**config.mk**
```make
export PLATFORM = sky130hd
export DESIGN_NAME = seq_divider_16x8
export DESIGN_NICKNAME = d
export VERILOG_FILES = /design/src/rtl/div_pkg.sv /design/src/rtl/full_adder.sv /design/src/rtl/sub_9b.sv /design/src/rtl/seq_divider_16x8.sv
export SDC_FILE = /design/constraint.sdc
export NUM_CORES = 1
export LEC_CHECK = 0
export ABC_CLOCK_PERIOD_IN_PS = 4900
export CAP_MARGIN = 10
export CORE_MARGIN = 3
export CORE_UTILIZATION = 52
export CTS_CLUSTER_SIZE = 40
export DETAILED_ROUTE_END_ITERATION = 16
export PLACE_DENSITY = 0.83
export SLEW_MARGIN = 20
export SYNTH_ARGS = -nofsm -noshare
export SYNTH_HDL_FRONTEND = slang
export SYNTH_SLANG_ARGS = --single-unit
```
**constraint.sdc**
```tcl
create_clock -name clk -period 4.9 [get_ports clk]
set_input_delay 0.49 -clock clk [delete_from_list [all_inputs] [get_ports clk]]
set_output_delay 0.49 -clock clk [all_outputs]
set_load 0.01 [all_outputs]
```
**src/rtl/div_pkg.sv**
```systemverilog
// rtl/div_pkg.sv - shared state type and fixed widths for the 16/8 divider
package div_pkg;
  typedef enum logic [1:0] {IDLE, CALC, DONE} div_state_t;

  localparam int DIV_N    = 16;
  localparam int DIV_D    = 8;
  localparam int DIV_ITER = 8;
endpackage

```
**src/rtl/full_adder.sv**
```systemverilog
// rtl/full_adder.sv - one-bit full adder cell
module full_adder (
  input  logic a,
  input  logic b,
  input  logic cin,
  output logic s,
  output logic cout
);
  assign s    = a ^ b ^ cin;
  assign cout = (a & b) | (cin & (a ^ b));
endmodule

```
**src/rtl/sub_9b.sv**
```systemverilog
// rtl/sub_9b.sv - 9-bit ripple subtractor a - b built from full_adder cells
module sub_9b (
  input  logic [8:0] a,
  input  logic [8:0] b,
  output logic [8:0] diff,
  output logic       borrow
);
  logic [9:0] c;

  // a + ~b + 1; a missing carry-out means the result went negative
  assign c[0] = 1'b1;

  for (genvar i = 0; i < 9; i++) begin : g_fa
    full_adder u_fa (
      .a   (a[i]),
      .b   (~b[i]),
      .cin (c[i]),
      .s   (diff[i]),
      .cout(c[i+1])
    );
  end

  assign borrow = ~c[9];
endmodule

```
**src/rtl/seq_divider_16x8.sv**
```systemverilog
// rtl/seq_divider_16x8.sv - sequential restoring divider, 16-bit / 8-bit, one quotient bit per clock
module seq_divider_16x8
  import div_pkg::*;
(
  input  logic               clk,
  input  logic               rst_n,
  input  logic               in_valid,
  output logic               in_ready,
  input  logic [DIV_N-1:0]   dividend,
  input  logic [DIV_D-1:0]   divisor,
  output logic               out_valid,
  input  logic               out_ready,
  output logic [DIV_D-1:0]   quotient,
  output logic [DIV_D-1:0]   remainder,
  output logic               div_zero,
  output logic               overflow
);
  div_state_t       state, state_nxt;
  logic [2:0]       cnt;
  logic [DIV_D-1:0] r, dsr, q, dvsr;
  logic             dz, ov;
  logic [8:0]       t, d;
  logic             borrow, qbit, accept;

  assign accept = in_valid && in_ready;
  assign t      = {r, dsr[DIV_D-1]};

  sub_9b u_sub (
    .a     (t),
    .b     ({1'b0, dvsr}),
    .diff  (d),
    .borrow(borrow)
  );

  // r < divisor keeps a non-borrowing difference below 256, so d[8] is only set on borrow
  assign qbit = ~(borrow | d[8]);

  always_ff @(posedge clk or negedge rst_n) begin
    if (!rst_n) state <= IDLE;
    else        state <= state_nxt;
  end

  always_comb begin
    state_nxt = state;
    case (state)
      IDLE: if (accept) state_nxt = CALC;
      // flagged operations pass through CALC for one edge without iterating
      CALC: if (dz || ov || cnt == 3'(DIV_ITER - 1)) state_nxt = DONE;
      DONE: if (out_ready) state_nxt = IDLE;
      default: state_nxt = IDLE;
    endcase
  end

  always_ff @(posedge clk or negedge rst_n) begin
    if (!rst_n) begin
      cnt  <= '0;
      r    <= '0;
      dsr  <= '0;
      q    <= '0;
      dvsr <= '0;
      dz   <= 1'b0;
      ov   <= 1'b0;
    end else begin
      case (state)
        IDLE: begin
          if (accept) begin
            dvsr <= divisor;
            dsr  <= dividend[DIV_D-1:0];
            cnt  <= '0;
            if (divisor == '0) begin
              dz <= 1'b1;
              ov <= 1'b0;
              q  <= '1;
              r  <= dividend[DIV_D-1:0];
            end else if (dividend[DIV_N-1:DIV_D] >= divisor) begin
              dz <= 1'b0;
              ov <= 1'b1;
              q  <= '1;
              r  <= '1;
            end else begin
              dz <= 1'b0;
              ov <= 1'b0;
              q  <= '0;
              r  <= dividend[DIV_N-1:DIV_D];
            end
          end
        end
        CALC: begin
          if (!(dz || ov)) begin
            r   <= qbit ? d[7:0] : t[7:0];
            q   <= {q[DIV_D-2:0], qbit};
            dsr <= {dsr[DIV_D-2:0], 1'b0};
            cnt <= cnt + 3'd1;
          end
        end
        default: ;
      endcase
    end
  end

  assign in_ready  = (state == IDLE);
  assign out_valid = (state == DONE);
  assign quotient  = q;
  assign remainder = r;
  assign div_zero  = dz;
  assign overflow  = ov;
endmodule

```
# After elaboration in Yosys (flattened, before gate mapping)

Cells that the tools add are included.

Add/subtract/negate cells: 1
Equal/unequal tests: 7
Bitwise operators: 54
Magnitude comparators: 1
Reductions and logical operators: 9
Mux-type cells: 24

Operators by type and width:

| kind                                           | count |
|---|---|
| 2-to-1 mux 8 bit                               | 11 |
| case mux 8 bit (2 select lines)                | 3 |
| AND 1 bit                                      | 16 |
| bitwise XOR 1 bit                              | 16 |
| inverter 1 bit                                 | 12 |
| bitwise OR 1 bit                               | 10 |
| >= comparator 8 bit                            | 1 |
| zero test 8 bit                                | 1 |
| 2-to-1 mux 2 bit                               | 3 |
| 2-to-1 mux 3 bit                               | 2 |
| case mux 2 bit (3 select lines)                | 1 |
| case mux 3 bit (2 select lines)                | 1 |
| AND reduction 3 bit                            | 2 |
| != test 2 x 1 -> 1 bit (second input constant) | 2 |
| != test 2 bit (second input constant)          | 2 |
| adder 3 x 1 -> 3 bit (second input constant)   | 1 |
| == test 3 bit (second input constant)          | 1 |
| 2-to-1 mux 1 bit                               | 3 |
| == test 2 x 1 -> 1 bit (second input constant) | 1 |
| == test 2 bit (second input constant)          | 1 |
| zero test 2 bit                                | 1 |
| logical OR 1 bit                               | 2 |
| AND reduction 2 bit                            | 1 |
| nonzero test 2 bit                             | 1 |
| logical AND 1 bit                              | 1 |

Bits in registers: 39
Logic and storage cells: 104
Output and inout bits: 20

# Depth between registers and ports, before layout

Gate-level depths: netlist of the first run.

Depth in word-level cells: 24
Mapped depth: 16

# By module

Synthesis of the first run repeated with hierarchy kept, for this count alone.

Cell total of the unflattened synthesis: 233
Area total of the unflattened synthesis: 2280.9 µm²

By module, submodules not included:

| module           | sequential area each (µm²) | times used | cells an instance | area each (µm²) |
|---|---|---|---|---|
| seq_divider_16x8 | 975.9                      | 1          | 213               | 2059.5 |
| full_adder       | 0.0                        | 9          | 1                 | 20.0 |
| sub_9b           | 0.0                        | 1          | 11                | 41.3 |

# Worst setup path before layout of the first run

No wires, ideal clock.

Kind: register to register
From: register dvsr[0]
To: register r[2] (netlist: remainder[2])
Buffers on the path: 1
Data arrival time: 3.920 ns
Slack: 0.838 ns
Period minus slack after synthesis: 4.062 ns
Stages on the path, launching flop included: 16
Cells stage by stage: dfrtp_1 > ha_1 > fa_1 > fa_1 > fa_1 > fa_1 > inv_1 > fa_1 > inv_1 > fa_1 > fa_1 > xor2_1 > buf_2 > nor2_1 > a21oi_1 > o221ai_1

Word-level cells in the longest chain between the ends: 24

Ends and longest elaborated chain:

| element                                        | RTL line               | RTL |
|---|---|---|
| from (decl)                                    | seq_divider_16x8.sv:20 | `logic [DIV_D-1:0] r, dsr, q, dvsr;` |
| from (signal assigned)                         | seq_divider_16x8.sv:67 | `dvsr <= divisor;` |
| inverter 1 bit (*)                             | sub_9b.sv:16           | `.b (~b[i]),` |
| AND 1 bit or bitwise XOR 1 bit (tied branches) | full_adder.sv:10       | `assign cout = (a & b) \| (cin & (a ^ b));` |
| bitwise OR 1 bit (*)                           | full_adder.sv:10       |  |
| AND 1 bit (*)                                  | full_adder.sv:10       |  |
| bitwise OR 1 bit (*)                           | full_adder.sv:10       |  |
| AND 1 bit                                      | full_adder.sv:10       |  |
| bitwise OR 1 bit                               | full_adder.sv:10       |  |
| AND 1 bit                                      | full_adder.sv:10       |  |
| (+8 left out)                                  | -                      |  |
| bitwise OR 1 bit                               | full_adder.sv:10       |  |
| AND 1 bit                                      | full_adder.sv:10       |  |
| bitwise OR 1 bit                               | full_adder.sv:10       |  |
| inverter 1 bit                                 | sub_9b.sv:23           | `assign borrow = ~c[9];` |
| bitwise OR 1 bit                               | seq_divider_16x8.sv:36 | `assign qbit = ~(borrow \| d[8]);` |
| 2-to-1 mux 8 bit (*)                           | seq_divider_16x8.sv:90 | `r <= qbit ? d[7:0] : t[7:0];` |
| 2-to-1 mux 8 bit (*)                           | seq_divider_16x8.sv:89 | `if (!(dz \|\| ov)) begin` |
| case mux 8 bit (2 select lines) (*)            | seq_divider_16x8.sv:64 | `case (state)` |
| to (signal assigned)                           | seq_divider_16x8.sv:74 | `r <= dividend[DIV_D-1:0];` |
| to (signal assigned)                           | seq_divider_16x8.sv:84 | `r <= dividend[DIV_N-1:DIV_D];` |
| to (signal assigned)                           | seq_divider_16x8.sv:90 |  |
| to (decl)                                      | seq_divider_16x8.sv:20 |  |

Every way passes the cells marked *; elsewhere a longest branch is shown, timed or not. The select of a mux whose other input is x is not followed.
A chain may end at the register's enable or synchronous reset.

# Final worst setup path of the first run

From: register dsr[7]
To: register r[5] (netlist: remainder[5])

Word-level cells in the longest chain between the ends: 23

Ends and longest elaborated chain:

| element                                        | RTL line               | RTL |
|---|---|---|
| from (decl)                                    | seq_divider_16x8.sv:20 |  |
| from (signal assigned)                         | seq_divider_16x8.sv:68 | `dsr <= dividend[DIV_D-1:0];` |
| from (signal assigned)                         | seq_divider_16x8.sv:92 | `dsr <= {dsr[DIV_D-2:0], 1'b0};` |
| AND 1 bit or bitwise XOR 1 bit (tied branches) | full_adder.sv:10       |  |
| bitwise OR 1 bit (*)                           | full_adder.sv:10       |  |
| AND 1 bit (*)                                  | full_adder.sv:10       |  |
| bitwise OR 1 bit (*)                           | full_adder.sv:10       |  |
| AND 1 bit (*)                                  | full_adder.sv:10       |  |
| bitwise OR 1 bit (*)                           | full_adder.sv:10       |  |
| AND 1 bit (*)                                  | full_adder.sv:10       |  |
| bitwise OR 1 bit (*)                           | full_adder.sv:10       |  |
| (+7 left out)                                  | -                      |  |
| bitwise OR 1 bit                               | full_adder.sv:10       |  |
| AND 1 bit                                      | full_adder.sv:10       |  |
| bitwise OR 1 bit                               | full_adder.sv:10       |  |
| inverter 1 bit                                 | sub_9b.sv:23           |  |
| bitwise OR 1 bit                               | seq_divider_16x8.sv:36 |  |
| 2-to-1 mux 8 bit (*)                           | seq_divider_16x8.sv:90 |  |
| 2-to-1 mux 8 bit (*)                           | seq_divider_16x8.sv:89 |  |
| case mux 8 bit (2 select lines) (*)            | seq_divider_16x8.sv:64 |  |

Marked as above.

==> summary.log, run 1 <==
INFO  place          port-buffer-count=47
INFO  die            std_cell_rows=24
INFO  yosys          synth_area_per_cell=9.250um^2
INFO  detailed_routing drtIter0Drc=111
INFO  power          max-vdd-ir-drop=0.0003008V
INFO  worst_setup_path r2r_slack=0.79ns
INFO  timing         fin_worst_hold_slack=0.3203ns
INFO  outcome        status=finished clean
INFO  grt            grt_start_max_net_pins=40
INFO  worst_setup_path cell_with_the_largest_stage_delay_on_the_worst_path=sky130_fd_sc_hd__fa_1
INFO  clock_network  worst_setup_hold_path_clk_slew=0.07ns
INFO  detailed_routing met3WireLength=356um
INFO  job            timing.max_cap.violations=0
INFO  yosys          netlist_instances=262
INFO  worst_setup_path timing.rr.end=remainder[5]$_DFFE_PN0P_
INFO  yosys          synth_most_common_cell=sky130_fd_sc_hd__nand2_1
INFO  place          gp_congestion=0.8222
INFO  timing         max_slew.worst_pin.slew=0.8792ns
INFO  worst_setup_path worstPathBufferInverterCount=4
INFO  worst_setup_path rr_worst_depth=15
INFO  yosys          yosys.area.top_type=sky130_fd_sc_hd__dfrtp_1
INFO  yosys          synth_largest_type_area_fraction=40.27%
INFO  grt            grt-ovfl-total=0
INFO  grt            gr-usage-all-layers=20.93%
INFO  detailed_routing detail_route.drc_violations=0
INFO  detailed_routing vias_per_cell=5.671
INFO  cells_and_area syn2layout_area_growth=19.41%
INFO  yosys          synth.distinct_cells=42
INFO  worst_setup_path crit_fanout=14
INFO  timing         clock-skew-final=0.003521ns
INFO  clock_network  clock_path_buffers=2
INFO  yosys          synth_warnings=0
INFO  worst_setup_path crit_chain=inv_1 > ha_1 > fa_1 > fa_1 > fa_1 > fa_1 > inv_1 > fa_1 > inv_1 > fa_1 > fa_1 > xor2_1 > buf_4 > mux2i_1 > o221ai_1
INFO  timing         final.period_utilization=83.96%
INFO  cells_and_area antenna_cells_inserted=0
INFO  timing         grt_setup_unrepaired=no
INFO  die            die_width=74.27um
INFO  power          leakagePower=1.289nW
INFO  die            initial_core_utilization=54.90%
INFO  grt            antenna_found_initial=0
INFO  clock_network  numClockSinks=39
INFO  clock_network  hold_buffers=0
INFO  timing         clock.fmax=0.2431GHz
INFO  worst_setup_path worst-setup-path-type=register to register
INFO  worst_setup_path critical_path.endpoint_type=register
INFO  worst_setup_path crit_family=adder cells
INFO  worst_setup_path crit_path_max_incr_delay=0.46ns
INFO  cells_and_area post_route_cells_drive_above_1_share=8.054%
INFO  detailed_routing wl_per_cell=15.13um
INFO  worst_setup_path critPathRequiredTime=5.05ns
INFO  detailed_routing met2WireLength=2517um
INFO  worst_setup_path critPathMostFrequentCell=sky130_fd_sc_hd__fa_1
INFO  yosys          synth_flop_cell=sky130_fd_sc_hd__dfrtp_1
INFO  die            die_h=74.27um
INFO  yosys          synth_enable_flop_cells=0
INFO  worst_setup_path crit_path_start_kind=register
INFO  clock_network  tritoncts=built
INFO  min_path       worst_hold_path_type=input pin to async pin
INFO  yosys          syn-num-nets=308
INFO  yosys          ys_top_cells_by_count=52 x sky130_fd_sc_hd__nand2_1, 39 x sky130_fd_sc_hd__dfrtp_1, 23 x sky130_fd_sc_hd__o21ai_0, 22 x sky130_fd_sc_hd__inv_1, 15 x sky130_fd_sc_hd__nor2_1
INFO  cells_and_area total_number_of_nets_in_the_final_design=345
INFO  yosys          ys_seq_elements=39
INFO  timing         tns=0ns
INFO  die            fp.dieArea=5516um^2
INFO  clock_network  clk_latency=0.29ns
INFO  detailed_routing met1_length=2326um
INFO  place          sum_of_net_half_perimeters_after_detailed_placement=4007um
INFO  timing         post-route-min-period=4.114ns
INFO  yosys          synth.top_cells.by_area=sky130_fd_sc_hd__dfrtp_1 40%, sky130_fd_sc_hd__nand2_1 8.1%, sky130_fd_sc_hd__fa_1 5.8%, sky130_fd_sc_hd__ha_1 5.7%, sky130_fd_sc_hd__o21ai_0 4.7%
INFO  yosys          ys_async_sr_fraction=100.0%
INFO  timing         maxSlewHeadroom=41.39%
INFO  clock_network  root_buffer=sky130_fd_sc_hd__clkbuf_8
INFO  power          power_per_cell_area=696.8nW/um^2
INFO  worst_setup_path r2r-start=dsr[7]$_DFFE_PN0P_
INFO  die            floorplan.io_pins=48
INFO  clock_network  post-cts-setup-buffers=0
INFO  clock_network  cts_resized=0
INFO  grt            via_count_of_the_first_global_routing_pass=1871
INFO  detailed_routing final_antenna_net_count=0
INFO  timing         final-max-slew-violation-count=0
INFO  detailed_routing highest_layer=met4
INFO  cells_and_area layoutNonFillerInstCount=350
INFO  worst_setup_path critPathArrivalTime=4.26ns
INFO  place          dp_cells=344
INFO  grt            wire_length_of_the_first_global_routing_pass=8714um
INFO  clock_network  htree_levels=2
INFO  detailed_routing wirelength=5294um
INFO  cells_and_area final_util=65.56%
INFO  clock_network  numCtsBuffers=5
INFO  yosys          portion_of_the_post_synthesis_area_used_by_sequential_elements=40.27%
INFO  timing         final-hold-violation-count=0
INFO  yosys          syn-cell-area=2424um^2
INFO  detailed_routing firstDrtPassIters=4
INFO  timing         setup_violations=0
INFO  detailed_routing dr_total_vias=1985
INFO  die            fp.coreArea=4414um^2
sequential cells by signal, summed over array words and instances (netlist names):
name and cells:
dvsr 8, div_zero 1, dsr 8, quotient 8
overflow 1, cnt 3, state 2, remainder 8
metal layers:
metal	GRT usage, %	vias up
met5	0	-
li1	-	969
met2	34.65	69
met4	7.312	0
met3	4.595	7
met1	27.29	940
stage by stage:
step                      instance area [um^2]  setup WS (ns)  power [mW]
after global routing                      2894         0.5776       2.207
after global placement                    2821         0.9114       1.786
after floorplan                           2424         0.8376       1.550
final                                     2894         0.7861       2.017
after CTS                                 2894         0.7873       2.033
after detailed placement                  2821         0.7837       1.833
where the power goes:
part	switching [mW]	internal, mW	total (mW)
combinational	0.661	0.539	1.20
sequential	0.132	0.488	0.620
clock	0.103	0.0948	0.198
total	0.896	1.12	2.02
cell usage in the layout, fill, tap and decap left out, types with 2 or more instances in the layout:
| cell type | Yosys | layout |
|---|---|---|
| sky130_fd_sc_hd__inv_1 | 22 | 22 |
| sky130_fd_sc_hd__o221ai_1 | 7 | 7 |
| sky130_fd_sc_hd__nor2b_1 | 2 | 2 |
| sky130_fd_sc_hd__o21ai_0 | 23 | 23 |
| sky130_fd_sc_hd__fa_1 | 7 | 7 |
| sky130_fd_sc_hd__o21ai_2 | 2 | 2 |
| sky130_fd_sc_hd__clkbuf_8 | 0 | 5 |
| sky130_fd_sc_hd__nor2_1 | 15 | 15 |
| sky130_fd_sc_hd__nor4_1 | 10 | 10 |
| sky130_fd_sc_hd__clkdlybuf4s50_1 | 0 | 46 |
| sky130_fd_sc_hd__nand2_1 | 52 | 52 |
| sky130_fd_sc_hd__a31oi_2 | 8 | 8 |
| sky130_fd_sc_hd__a211oi_1 | 2 | 2 |
| sky130_fd_sc_hd__o21ai_1 | 14 | 14 |
| sky130_fd_sc_hd__nand3_1 | 2 | 2 |
| sky130_fd_sc_hd__buf_4 | 8 | 2 |
| sky130_fd_sc_hd__ha_1 | 11 | 11 |
| sky130_fd_sc_hd__dfrtp_1 | 39 | 39 |
| sky130_fd_sc_hd__a21oi_1 | 7 | 7 |
area by class of cell:
| cell class | instances | area [um^2] |
|---|---|---|
| Fill cell | 361 | 1520 |
| Sequential cell | 39 | 975.9 |
| Inverter | 22 | 82.58 |
| Tap cell | 52 | 65.06 |
| Timing Repair Buffer | 49 | 480.5 |
| Clock buffer | 6 | 72.57 |
| Multi-Input combinational cell | 182 | 1217 |
worst register-to-register path, cell delays in order, from the launching register on:
cell and delay [ns]:
sky130_fd_sc_hd__dfrtp_1 0.36, sky130_fd_sc_hd__inv_1 0.05, sky130_fd_sc_hd__ha_1 0.18, sky130_fd_sc_hd__fa_1 0.38
sky130_fd_sc_hd__fa_1 0.39, sky130_fd_sc_hd__fa_1 0.39, sky130_fd_sc_hd__fa_1 0.37, sky130_fd_sc_hd__inv_1 0.08
sky130_fd_sc_hd__fa_1 0.16, sky130_fd_sc_hd__inv_1 0.05, sky130_fd_sc_hd__fa_1 0.38, sky130_fd_sc_hd__fa_1 0.46
sky130_fd_sc_hd__xor2_1 0.19, sky130_fd_sc_hd__buf_4 0.22, sky130_fd_sc_hd__mux2i_1 0.20, sky130_fd_sc_hd__o221ai_1 0.12
logic make-up after synthesis:
| logic type | after synthesis | share of synthesized area, % |
|---|---|---|
| xor gates and xnor gates | 1 | 0.3614 |
| muxes | 1 | 0.4130 |
| DFF | 39 | 40.27 |
| adders and majority gates | 18 | 11.46 |
| AOI/OAI and AO/OA | 67 | 18.53 |
| and+or+nand+nor | 95 | 19.46 |
| buffers and inverters | 41 | 9.499 |
worst max-delay path by stage:
stage | start | endpoint | slack (ns) | cells past startpoint
final | dsr[7]$_DFFE_PN0P_ | remainder[5]$_DFFE_PN0P_ | 0.79 | 15
after global routing | dsr[7]$_DFFE_PN0P_ | remainder[6]$_DFFE_PN0P_ | 0.58 | 16
after CTS | dsr[7]$_DFFE_PN0P_ | remainder[5]$_DFFE_PN0P_ | 0.79 | 15
after detailed placement | dsr[7]$_DFFE_PN0P_ | remainder[5]$_DFFE_PN0P_ | 0.78 | 15
after global placement | dsr[7]$_DFFE_PN0P_ | remainder[7]$_DFFE_PN0P_ | 0.91 | 15
after floorplan | dvsr[0]$_DFFE_PN0P_ | remainder[2]$_DFFE_PN0P_ | 0.84 | 15
Note: power is estimated with default switching activity, not from simulation.
==> run 2: changes to the inputs <==
Settings changed: ABC_CLOCK_PERIOD_IN_PS 4900 to 3700, CORE_UTILIZATION 52 to 47, PLACE_DENSITY 0.83 to 0.8.
Clock period 4.9 ns to 3.7 ns, I/O delays scaled along.
==> summary.log, run 2 (synthesis results as in run 1) <==
INFO  outcome        status=complete, but fails checks
INFO  outcome        violated_checks=negative setup slack
INFO  cells_and_area layout.cells.most_common_list=52 x sky130_fd_sc_hd__nand2_1, 46 x sky130_fd_sc_hd__clkdlybuf4s50_1, 39 x sky130_fd_sc_hd__dfrtp_1
INFO  clock_network  clk_latency=0.30ns
INFO  clock_network  clock_path_buffers=2
INFO  clock_network  numCtsBuffers=5
INFO  worst_setup_path worst-setup-path-type=register to register
INFO  power          leakagePower=1.340nW
INFO  cells_and_area total_number_of_nets_in_the_final_design=352
INFO  timing         maxSlewHeadroom=41.93%
INFO  clock_network  numClockSinks=39
INFO  worst_setup_path crit_fanout=5
INFO  timing         final.period_utilization=105.8%
INFO  timing         final-max-slew-violation-count=0
INFO  job            timing.max_cap.violations=0
INFO  grt            antenna_found_initial=0
INFO  grt            gr-usage-all-layers=20.57%
INFO  detailed_routing drtIter0Drc=165
INFO  clock_network  worst_setup_hold_path_clk_slew=0.07ns
INFO  grt            via_count_of_the_first_global_routing_pass=2037
INFO  detailed_routing wirelength=5927um
INFO  die            fp.coreArea=4848um^2
INFO  place          port-buffer-count=47
INFO  place          post_dp_cell_area=2917um^2
INFO  grt            grt_start_max_net_pins=40
INFO  clock_network  root_buffer=sky130_fd_sc_hd__clkbuf_8
INFO  grt            grt-ovfl-total=0
INFO  cells_and_area syn2layout_area_growth=28.34%
INFO  min_path       worst_hold_path_type=input pin to async pin
INFO  timing         max_slew.worst_pin.slew=0.8710ns
INFO  timing         clock.fmax=0.2555GHz
INFO  die            die_width=77.81um
INFO  cells_and_area final_util=64.15%
INFO  die            initial_core_utilization=49.99%
INFO  detailed_routing final_antenna_net_count=0
INFO  clock_network  hold_buffers=0
INFO  cells_and_area antenna_cells_inserted=0
INFO  worst_setup_path crit_path_start_kind=register
INFO  power          power_per_cell_area=1055nW/um^2
INFO  worst_setup_path critPathRequiredTime=3.84ns
INFO  cells_and_area layoutNonFillerInstCount=374
INFO  clock_network  htree_levels=2
INFO  timing         setup_violations=9
INFO  place          pre_cts_ws=-0.1432ns
INFO  cells_and_area final_common_cell=sky130_fd_sc_hd__nand2_1
INFO  power          max-vdd-ir-drop=0.0004621V
INFO  timing         clock-skew-final=0.002567ns
INFO  timing         fin_ws=-0.2136ns
INFO  detailed_routing wl_per_cell=15.85um
INFO  place          gp_congestion=0.8302
INFO  die            fp.dieArea=6054um^2
INFO  clock_network  tritoncts=built
INFO  timing         fin_worst_hold_slack=0.1807ns
INFO  die            std_cell_rows=25
INFO  grt            wire_length_of_the_first_global_routing_pass=9749um
INFO  detailed_routing firstDrtPassIters=4
INFO  timing         final-hold-violation-count=0
INFO  worst_setup_path critPathArrivalTime=4.05ns
INFO  detailed_routing detail_route.drc_violations=0
INFO  place          dp_cells=362
INFO  timing         grt_setup_unrepaired=yes
INFO  worst_setup_path critical_path.endpoint_type=register
INFO  timing         post-route-min-period=3.914ns
INFO  die            die_h=77.81um
INFO  place          sum_of_net_half_perimeters_after_detailed_placement=4307um
INFO  cells_and_area final_design_area_no_fill=3110um^2
INFO  detailed_routing vias_per_cell=5.452
INFO  cells_and_area post_route_cells_drive_above_1_share=18.24%
INFO  detailed_routing dr_total_vias=2039
INFO  die            floorplan.io_pins=48
[run 2: final cells by class]
class | count | area, um^2
Tap cell | 67 | 83.83
Multi-Input combinational cell | 182 | 1324
Inverter | 22 | 82.58
Clock inverter | 1 | 5.005
Fill cell | 393 | 1738
Clock buffer | 7 | 76.32
Sequential cell | 39 | 975.9
Timing Repair Buffer | 56 | 563.0
[run 2: repair_timing]
| item | 4_1_cts | 5_1_grt |
|---|---|---|
| pin swaps | 1 | 5 |
| cloned | 0 | 1 |
| resized for setup | 1 | 18 |
| hold endpoints to repair | 0 | 0 |
| endpoints found under the setup margin | 9 | 9 |
| buffers inserted | 2 | 1 |
[run 2: critical path: stages (launching register included)]
cell and delay, ns:
sky130_fd_sc_hd__dfrtp_1 0.39, sky130_fd_sc_hd__ha_2 0.20, sky130_fd_sc_hd__fa_2 0.35, sky130_fd_sc_hd__fa_2 0.35, sky130_fd_sc_hd__fa_2 0.35, sky130_fd_sc_hd__fa_2 0.34, sky130_fd_sc_hd__inv_2 0.06, sky130_fd_sc_hd__fa_2 0.19
sky130_fd_sc_hd__inv_2 0.04, sky130_fd_sc_hd__fa_2 0.33, sky130_fd_sc_hd__fa_2 0.42, sky130_fd_sc_hd__xor2_4 0.26, sky130_fd_sc_hd__buf_12 0.17, sky130_fd_sc_hd__nor2_4 0.03, sky130_fd_sc_hd__a21oi_2 0.11, sky130_fd_sc_hd__o221ai_1 0.16
[run 2: per-layer routing]
| metal | track usage, % | wire length, um | vias up | part of all wire, % |
|---|---|---|---|---|
| li1 | - | - | 981 | - |
| met1 | 26.46 | 2545 | 982 | 43 |
| met2 | 33.30 | 2918 | 63 | 49 |
| met3 | 5.104 | 345 | 13 | 5.8 |
| met4 | 7.829 | 119 | 0 | 2.0 |
| met5 | 0 | 0 | - | 0 |
[run 2: where the power goes]
group	switching, mW	internal [mW]
logic	1.12	1.05
registers	0.186	0.645
clock network	0.153	0.132
[run 2: per-stage QoR]
stage | TNS (ns) | total power [mW]
3_3_place_gp | -0.03393 | 2.518
3_5_place_dp | -0.7017 | 2.602
4_1_cts | -0.5350 | 2.937
5_1_grt | -2.235 | 3.539
6_report | -1.372 | 3.283
2_1_floorplan | 0 | 2.137
[run 2: final timing paths]
kind	startpoint	endpoint	slack, ns	depth (start not counted)
worst max-delay path	dvsr[0]$_DFFE_PN0P_	remainder[0]$_DFFE_PN0P_	-0.21	15
worst min-delay path	rst_n	div_zero$_DFFE_PN0P_	0.18	1
worst max register to register	dvsr[0]$_DFFE_PN0P_	remainder[0]$_DFFE_PN0P_	-0.21	15
worst min register to register	dsr[0]$_DFFE_PN0P_	dsr[0]$_DFFE_PN0P_	0.49	2
max in group asynchronous	rst_n	dsr[1]$_DFFE_PN0P_	2.98	1
min in group clk	dsr[0]$_DFFE_PN0P_	dsr[0]$_DFFE_PN0P_	0.49	2
==> run 3: changes to the inputs <==
Settings changed: CORE_ASPECT_RATIO set to 2, GPL_ROUTABILITY_DRIVEN set to 0.
==> summary.log, run 3 (synthesis results as in run 1) <==
INFO  grt            grt_start_max_net_pins=40
INFO  cells_and_area layoutNonFillerInstCount=361
INFO  grt            wire_length_of_the_first_global_routing_pass=9729um
INFO  detailed_routing final_antenna_net_count=0
INFO  outcome        status=complete, but fails checks
INFO  place          port-buffer-count=47
INFO  power          max-vdd-ir-drop=0.0006848V
INFO  power          comb_power_share=60.5%
INFO  die            die_width=56.78um
INFO  cells_and_area total_number_of_nets_in_the_final_design=349
INFO  clock_network  clock_path_buffers=2
INFO  die            fp.coreArea=4910um^2
INFO  worst_setup_path cell_with_the_largest_stage_delay_on_the_worst_path=sky130_fd_sc_hd__fa_2
INFO  worst_setup_path cp_startpoint=dvsr[0]$_DFFE_PN0P_
INFO  cells_and_area final_common_cell=sky130_fd_sc_hd__nand2_1
INFO  power          power.share.switching=43.86%
INFO  timing         post-route-min-period=3.864ns
INFO  cells_and_area antenna_cells_inserted=0
INFO  detailed_routing detail_route.drc_violations=0
INFO  die            fp.dieArea=6106um^2
INFO  power          power_report.internal_total=1.638mW
INFO  timing         fin_ws=-0.1638ns
INFO  timing         final-max-slew-violation-count=0
INFO  die            floorplan.io_pins=48
INFO  power          leakagePower=1.323nW
INFO  timing         maxSlewHeadroom=40.78%
INFO  clock_network  numCtsBuffers=5
INFO  min_path       worst_hold_path_type=input pin to async pin
INFO  place          sum_of_net_half_perimeters_after_detailed_placement=4400um
INFO  cells_and_area syn2layout_area_growth=24.37%
INFO  timing         grt_setup_unrepaired=yes
INFO  worst_setup_path critPathRequiredTime=3.92ns
INFO  timing         clock-skew-final=0.007849ns
INFO  worst_setup_path crit_path_max_incr_delay=0.43ns
INFO  job            timing.max_cap.violations=0
INFO  timing         max_slew.worst_pin.slew=0.8883ns
INFO  clock_network  tritoncts=built
INFO  place          dp_cells=351
INFO  detailed_routing vias_per_cell=5.632
INFO  timing         setup_violations=9
INFO  detailed_routing firstDrtPassIters=4
INFO  grt            gr-usage-all-layers=20.39%
INFO  die            std_cell_rows=36
INFO  clock_network  clk_latency=0.30ns
INFO  clock_network  root_buffer=sky130_fd_sc_hd__clkbuf_8
INFO  detailed_routing dr_total_vias=2033
INFO  grt            antenna_found_initial=0
INFO  die            initial_core_utilization=49.36%
INFO  worst_setup_path critPathMostFrequentCell=sky130_fd_sc_hd__fa_2
INFO  timing         fin_worst_hold_slack=0.1892ns
INFO  power          total_switching_power=1.280mW
INFO  worst_setup_path critPathArrivalTime=4.08ns
INFO  worst_setup_path crit_path_start_kind=register
INFO  worst_setup_path r2r_slack=-0.16ns
INFO  clock_network  htree_levels=2
INFO  worst_setup_path timing.rr.end=remainder[7]$_DFFE_PN0P_
INFO  power          power_per_cell_area=967.9nW/um^2
INFO  grt            grt-ovfl-total=0
INFO  die            die_h=107.6um
INFO  worst_setup_path r2r-start=dvsr[0]$_DFFE_PN0P_
INFO  detailed_routing drtIter0Drc=56
INFO  cells_and_area layout.cells.most_common_list=52 x sky130_fd_sc_hd__nand2_1, 46 x sky130_fd_sc_hd__clkdlybuf4s50_1, 39 x sky130_fd_sc_hd__dfrtp_1
INFO  timing         clock.fmax=0.2588GHz
INFO  detailed_routing wirelength=5754um
INFO  worst_setup_path setup.worst_path.end=remainder[7]$_DFFE_PN0P_
INFO  grt            via_count_of_the_first_global_routing_pass=2156
INFO  detailed_routing wl_per_cell=15.94um
INFO  timing         final-hold-violation-count=0
INFO  power          p_seq_share=28.4%
INFO  worst_setup_path crit_fanout=2
INFO  worst_setup_path crit_chain=ha_2 > fa_2 > fa_2 > fa_2 > fa_2 > inv_1 > fa_1 > inv_1 > fa_2 > fa_2 > or3_1 > a211oi_2 > a211oi_1 > o21ai_1
INFO  worst_setup_path worst-setup-path-type=register to register
INFO  worst_setup_path critical_path.endpoint_type=register
INFO  power          pwr-share-clk=11.1%
INFO  outcome        violated_checks=negative setup slack
INFO  worst_setup_path rr_worst_depth=14
INFO  clock_network  numClockSinks=39
INFO  clock_network  worst_setup_hold_path_clk_slew=0.08ns
INFO  timing         final.period_utilization=104.4%
INFO  cells_and_area post_route_cells_drive_above_1_share=13.16%
==> run 3: changes by cell type in the layout (fill, tap and decap cells not counted), sizes merged <==
cell    before  now
clkinv       1    0
buf          9    7
==> run 3: cell type report <==
cell class	count	area (um^2)
Clock buffer	8	100.1
Fill cell	412	1896
Multi-Input combinational cell	182	1261
Sequential cell	39	975.9
Inverter	22	82.58
Tap cell	57	71.32
Timing Repair Buffer	53	523.0
==> run 3: critical path, delay by kind of cell (launching register included) <==
| kind | cells | cell delay [ns] |
|---|---|---|
| adder cells (fa/ha/maj) | 8 | 2.50 |
| buffers and inverters | 2 | 0.14 |
| AO/OA/AOI/OAI | 3 | 0.36 |
| flip-flops | 1 | 0.40 |
| AND/OR/NAND/NOR | 1 | 0.39 |
==> run 3: through the flow <==
stage               util, %  instance area, um^2  power (mW)  setup TNS (ns)  setup slack [ns]
floorplan                 -                 2471       2.137               0           0.03151
global placement      59.00                 2897       2.516        -0.09885          -0.06934
detailed placement    59.00                 2897       2.583         -0.8563           -0.1808
CTS                   61.24                 3007       2.927         -0.6594           -0.1541
global route          61.39                 3014       3.153          -1.822           -0.2693
finish                61.39                 3014       2.917         -0.8246           -0.1638
==> run 3: layer usage <==
layer,track usage (%),wire (um),vias to the layer above
met2,38.74,3243,67
met3,2.881,241,11
met4,8.126,163,0
met1,21.89,2106,983
li1,-,-,972
met5,0,0,-
==> run 3: power by group through the flow <==
| stage | logic (mW) | clock network [mW] | registers [mW] |
|---|---|---|---|
| after floorplan | 1.32 | 0 | 0.817 |
| after global placement | 1.69 | 0 | 0.826 |
| after detailed placement | 1.75 | 0 | 0.838 |
| after CTS | 1.77 | 0.327 | 0.830 |
| after global routing | 1.95 | 0.342 | 0.859 |
| final | 1.76 | 0.324 | 0.829 |
==> run 3: worst min path at each step <==
stage	to	depth (start not counted)
after floorplan	cnt[0]$_DFFE_PN0P_	0
after global placement	dsr[0]$_DFFE_PN0P_	2
after detailed placement	dsr[0]$_DFFE_PN0P_	2
after CTS	remainder[1]$_DFFE_PN0P_	1
after global routing	dsr[2]$_DFFE_PN0P_	1
final	remainder[3]$_DFFE_PN0P_	1
==> run 3: repair_timing <==
item | 4_1_cts | 5_1_grt
pin swaps | 2 | 0
hold buffers | 0 | 0
gates resized for setup | 1 | 0
setup endpoints to repair | 9 | 9
buffers inserted | 1 | 1
